File: src/rtl/canvas_stroke_writer_if.sv
// rtl/canvas_stroke_writer_if.sv - canvas block-memory write port (wea/addra/dina)
interface canvas_stroke_writer_if;
    logic        wea;
    logic [16:0] addra;
    logic [1:0]  dina;

    modport master (output wea, output addra, output dina);
    modport slave  (input  wea, input  addra, input  dina);
endinterface

File: src/rtl/canvas_stroke_writer.sv
// rtl/canvas_stroke_writer.sv - brush stamp / canvas clear writer for the 320x240x2b canvas
// Optional macro CANVAS_ERASE_EN adds MOUSE_RIGHT, which stamps BG instead of INK.
module canvas_stroke_writer #(
    parameter int unsigned BRUSH_R = 1,
    parameter logic [1:0]  INK     = 2'd1,
    parameter logic [1:0]  BG      = 2'd0
) (
    input  logic       clk,
    input  logic       rst_n,
    input  logic [9:0] mouse_x,
    input  logic [9:0] mouse_y,
    input  logic       MOUSE_LEFT,
`ifdef CANVAS_ERASE_EN
    input  logic       MOUSE_RIGHT,
`endif
    input  logic       clear_req,
    output logic       busy,
    output logic       clear_done,
    canvas_stroke_writer_if.master mem
);

    localparam logic signed [3:0] R_S       = 4'(BRUSH_R);
    localparam logic [16:0]       LAST_ADDR = 17'd76799;

    typedef enum logic [1:0] {IDLE, STAMP, CLEAR} state_t;

    state_t            state;
    logic              clear_pend;
    logic              clear_last;
    logic              pen_prev;
    logic              last_valid;
    logic [8:0]        cx, cy;
    logic [8:0]        last_cx, last_cy;
    logic signed [3:0] dx, dy;
    logic [1:0]        stamp_val;
    logic [16:0]       clr_addr;

    // Screen coordinates are at twice the canvas resolution
    logic [8:0] cur_cx, cur_cy;
    logic       unused_lsb;
    assign cur_cx     = mouse_x[9:1];
    assign cur_cy     = mouse_y[9:1];
    assign unused_lsb = mouse_x[0] ^ mouse_y[0];

    logic       pen;
    logic [1:0] pen_val;
`ifdef CANVAS_ERASE_EN
    assign pen     = MOUSE_LEFT | MOUSE_RIGHT;
    assign pen_val = MOUSE_LEFT ? INK : BG;
`else
    assign pen     = MOUSE_LEFT;
    assign pen_val = INK;
`endif

    logic moved, trigger;
    assign moved   = !last_valid || (cur_cx != last_cx) || (cur_cy != last_cy);
    assign trigger = pen && (!pen_prev || moved);

    logic signed [10:0] px, py;
    logic               in_range;
    logic [16:0]        pix_addr;
    logic               last_off;
    assign px       = $signed({2'b00, cx}) + $signed({{7{dx[3]}}, dx});
    assign py       = $signed({2'b00, cy}) + $signed({{7{dy[3]}}, dy});
    assign in_range = !px[10] && !py[10] && (px < 11'sd320) && (py < 11'sd240);
    assign pix_addr = 17'(py) * 17'd320 + 17'(px);
    assign last_off = (dx == R_S) && (dy == R_S);

    always_ff @(posedge clk or negedge rst_n) begin
        if (!rst_n) begin
            state      <= IDLE;
            busy       <= 1'b0;
            clear_done <= 1'b0;
            clear_last <= 1'b0;
            clear_pend <= 1'b0;
            pen_prev   <= 1'b0;
            last_valid <= 1'b0;
            cx         <= '0;
            cy         <= '0;
            last_cx    <= '0;
            last_cy    <= '0;
            dx         <= '0;
            dy         <= '0;
            stamp_val  <= '0;
            clr_addr   <= '0;
            mem.wea    <= 1'b0;
            mem.addra  <= '0;
            mem.dina   <= '0;
        end else begin
            clear_done <= clear_last;
            clear_last <= 1'b0;
            if (clear_req) clear_pend <= 1'b1;

            case (state)
                IDLE: begin
                    busy     <= 1'b0;
                    mem.wea  <= 1'b0;
                    pen_prev <= pen;
                    if (clear_pend) begin
                        // A request arriving on the entry cycle still counts
                        state      <= CLEAR;
                        clear_pend <= clear_req;
                        clr_addr   <= '0;
                    end else if (trigger) begin
                        state      <= STAMP;
                        cx         <= cur_cx;
                        cy         <= cur_cy;
                        last_cx    <= cur_cx;
                        last_cy    <= cur_cy;
                        last_valid <= 1'b1;
                        dx         <= -R_S;
                        dy         <= -R_S;
                        stamp_val  <= pen_val;
                    end
                end
                STAMP: begin
                    busy      <= 1'b1;
                    mem.wea   <= in_range;
                    mem.addra <= in_range ? pix_addr : '0;
                    mem.dina  <= stamp_val;
                    if (last_off) begin
                        state <= IDLE;
                    end else if (dx == R_S) begin
                        dx <= -R_S;
                        dy <= dy + 4'sd1;
                    end else begin
                        dx <= dx + 4'sd1;
                    end
                end
                CLEAR: begin
                    busy      <= 1'b1;
                    mem.wea   <= 1'b1;
                    mem.addra <= clr_addr;
                    mem.dina  <= BG;
                    if (clr_addr == LAST_ADDR) begin
                        state      <= IDLE;
                        clear_last <= 1'b1;
                    end else begin
                        clr_addr <= clr_addr + 17'd1;
                    end
                end
                default: state <= IDLE;
            endcase
        end
    end

endmodule

File: src/flat_wrapper.sv
// flat-port wrapper written by rule: the top's interface ports become plain ports
module canvas_stroke_writer_flat 
#(
    parameter int unsigned BRUSH_R = 1,
    parameter logic [1:0]  INK     = 2'd1,
    parameter logic [1:0]  BG      = 2'd0
)
  (clk, rst_n, mouse_x, mouse_y, MOUSE_LEFT, clear_req, busy, clear_done, mem_wea, mem_addra, mem_dina);
  canvas_stroke_writer_if mem_i ();
  input  logic clk;
  input  logic rst_n;
  input  logic [9:0] mouse_x;
  input  logic [9:0] mouse_y;
  input  logic MOUSE_LEFT;
  input  logic clear_req;
  output logic busy;
  output logic clear_done;
  output wire logic [$bits(mem_i.wea)-1:0] mem_wea;
  output wire logic [$bits(mem_i.addra)-1:0] mem_addra;
  output wire logic [$bits(mem_i.dina)-1:0] mem_dina;
  assign mem_wea = mem_i.wea;
  assign mem_addra = mem_i.addra;
  assign mem_dina = mem_i.dina;
  canvas_stroke_writer #(.BRUSH_R(BRUSH_R), .INK(INK), .BG(BG)) u_core (.clk(clk), .rst_n(rst_n), .mouse_x(mouse_x), .mouse_y(mouse_y), .MOUSE_LEFT(MOUSE_LEFT), .clear_req(clear_req), .busy(busy), .clear_done(clear_done), .mem(mem_i));
endmodule
File: config.mk
export PLATFORM = sky130hd
export DESIGN_NAME = canvas_stroke_writer_flat
export DESIGN_NICKNAME = d
export VERILOG_FILES = /design/src/rtl/canvas_stroke_writer_if.sv /design/src/rtl/canvas_stroke_writer.sv /design/src/flat_wrapper.sv
export SDC_FILE = /design/constraint.sdc
export NUM_CORES = 1
export LEC_CHECK = 0
export CELL_PAD_IN_SITES_DETAIL_PLACEMENT = 0
export CELL_PAD_IN_SITES_GLOBAL_PLACEMENT = 1
export CORE_UTILIZATION = 46
export DETAILED_ROUTE_END_ITERATION = 8
export PLACE_DENSITY_LB_ADDON = 0.05
export SYNTH_ARGS = -nofsm -noshare
export SYNTH_HDL_FRONTEND = slang
export SYNTH_SLANG_ARGS = --single-unit
export TNS_END_PERCENT = 1
File: constraint.sdc
create_clock -name clk -period 5.35 [get_ports clk]
set_input_delay 0.8025 -clock clk [delete_from_list [all_inputs] [get_ports clk]]
set_output_delay 0.8025 -clock clk [all_outputs]
set_load 0.02 [all_outputs]
==> metrics <==
CP endpoint u_core.mem.addra[16]; Synth Flop Type dfrtp_1; Synth Register Bits 70; CP endpoint kind flip-flop; met3 track demand over resource 3.945%; WHS 0.3550 ns; syn_nets 651; number of synthesized flops with an enable pin 0; TNS Setup 0 ns; top-count cell post-synth dfrtp_1; clock buffer depth 2; Yosys Warn Count 0; Initial DRT Pass Iterations 5; TritonCTS buffer count 9; RSZ-0062 raised after global routing no; area of placed instances 5809 um2; Tmin final 4.701 ns; Async S/R FF share, synth 100.0%; Setup CP Type flip-flop to flip-flop; Synth top area share 33.18%; status finished, final reports clean; overall routing resource usage 21.68%; Top delay family on crit path adder cells; Cell Count, Final, Fillers Out 753; Core ar. 11030 um2; total wire length 11700 um; synthesis-to-layout area growth 15.03%; Reg-to-Reg Start u_core.dy[3]; RePlAce Congestion 0.7836; largest net degree at the start of global routing 71; Placement Setup Slack 0.6890 ns; diode count 0; leakage power 2.694 nW; # resized after CTS 0; fill cell count 1005; sequential element share of the synthesized area 33.18%; Relative slew margins 25.94%; Port Buffer Count 42; first-pass GRT wire length 19780 um; share of layout cells above drive strength 1 8.483%; fin area 6072 um2; final hold vios 0; most common library cells after synthesis dfrtp_1 (70), nor2_1 (57), ha_1 (52), a21oi_1 (43), nand2_1 (37); count of cell types in the netlist 69; Critical Path Stages 16; die area 11910 um2; TritonCTS clock tree yes; root buffer cell clkbuf_16; Detailed Place HPWL 8848 um; CP Cell Sequence ha_1, o21a_1, or3_1, and2_1, ha_1, fa_1, a21o_1, a21oi_1, o21bai_1, a21oi_1, xnor2_1, ha_1, a21oi_1, o21ai_0, xnor3_4, o21ai_1; Die W 109.1 um; Worst Path Arrival 4.96 ns; Worst Path Buf+Inv 0; H-tree Lvls 3; placed cells 737; vias in the first global route 4183; CP startpoint u_core.dy[3]; crit-path max FO 18; hold buffer count at CTS 0; fin nets 688; DRC errors left 0; Hold Crit Class flip-flop to flip-flop; Tot Pwr 1.431 mW; Layout Utilization 55.05%; met1 usage 27.82%; Final WS setup 0.6486 ns; mapped cell area 5279 um2; Critical Path Slowest Stage Cell dfrtp_1; clk_skew 0.006833 ns; maximum VDD drop 195.9 uV; 1st-iter DRT viols 260; CTS sink count 70; total number of vias 4227; GRT busiest layer met2; Reg clk slew, reported paths 0.05 ns; pwr dens 235.7 nW/um2; drt via density 5.614; Worst Setup Start Kind flip-flop; Initial Utilization 47.86%; Mean Syn Cell Area 9.245 um2; R2R depth 16; Required @ worst endpoint 5.61 ns; Final setup viols 0; FMAX 212.7 MHz; remaining global-route overflow 0; Post-Syn Instances 571; clk_lat worst skew 0.34 ns; top cells by area, synth dfrtp_1 (33%), ha_1 (12%), xor2_1 (5.6%); met2 usage 35.67%; flop2flop setup slack 0.65 ns; biggest area consumer among synthesized cells dfrtp_1; Final period util 87.88%; initial antenna violation count 0; Die Ht 109.1 um; Worst Tran Pin Value 1.106 ns; Slew Viols, Final 0; number of antenna-violating nets in the routed design 0; # IOs 46; slowest stage delay, CP 0.77 ns; WL per Instance 15.54 um; r2r endpoint u_core.mem.addra[16]; postcts setup bufs 0; maxcap violations 0; site row count 38
-- layout by cell type, fill, tap and decap left out, types with 9 or more instances in the layout --
cell	count
a21o_1	9
a21oi_1	43
a22oi_1	9
a31oi_1	10
clkbuf_16	9
clkdlybuf4s50_1	41
dfrtp_1	70
ha_1	52
inv_1	23
mux2_2	21
nand2_1	37
nand3_1	17
nor2_1	57
o21ai_0	22
or3_1	10
xnor2_1	27
xor2_1	34
-- state kept, by name, summed over array words and instances, names as in the netlist, 2 cells and up --
register          flops
u_core.cy             9
u_core.dy             4
u_core.clr_addr      17
u_core.dx             4
u_core.cx             9
u_core.mem.addra     17
u_core.state          2
-- cell families (layout without fill, tap and decap cells) --
kind of cell    Yosys count  count (layout)  share of synthesized area [%]
mux                      23              23                          4.859
flops                    70              70                          33.18
other cells               1               1                        0.07104
fa+ha+maj                56              56                          13.84
simple gates            183             183                          17.54
xor+xnor                 62              62                          10.62
buf+inv                  44              86                          3.413
compound gates          132             132                          16.47
-- final cells by class --
class                      count  area [um2]  area share, %
multi-input combinational    457        3347          55.12
sequential                    70        1752          28.85
timing repair buffer          46       445.4          7.336
clock buffer                  15       257.7          4.245
tap                          140       175.2          2.885
inverter                      24       90.09          1.484
clock inverter                 1       5.005        0.08242
-- metal layers --
layer	share of wire (%)	wire, um
met4	2.1	244
met5	0	0
met1	47	5479
met2	48	5593
met3	3.3	382
-- worst min path at each step --
stage / start / endpoint / slack [ns] / cells past startpoint
after floorplan: u_core.clear_last / u_core.clear_done / 0.33 / 0
after global placement: u_core.clear_last / u_core.clear_done / 0.34 / 0
after detailed placement: u_core.clear_last / u_core.clear_done / 0.35 / 0
after CTS: u_core.clear_last / u_core.clear_done / 0.36 / 0
after global routing: u_core.clear_last / u_core.clear_done / 0.37 / 0
final: u_core.clear_last / u_core.clear_done / 0.36 / 0
-- report_power, final --
part / total [mW] / switching [mW] / internal, mW
Sequential: 0.546 / 0.00888 / 0.537
Clock: 0.538 / 0.212 / 0.326
Combinational: 0.347 / 0.181 / 0.166
Total: 1.43 / 0.401 / 1.03
Note: power is estimated with default switching activity, not from simulation.
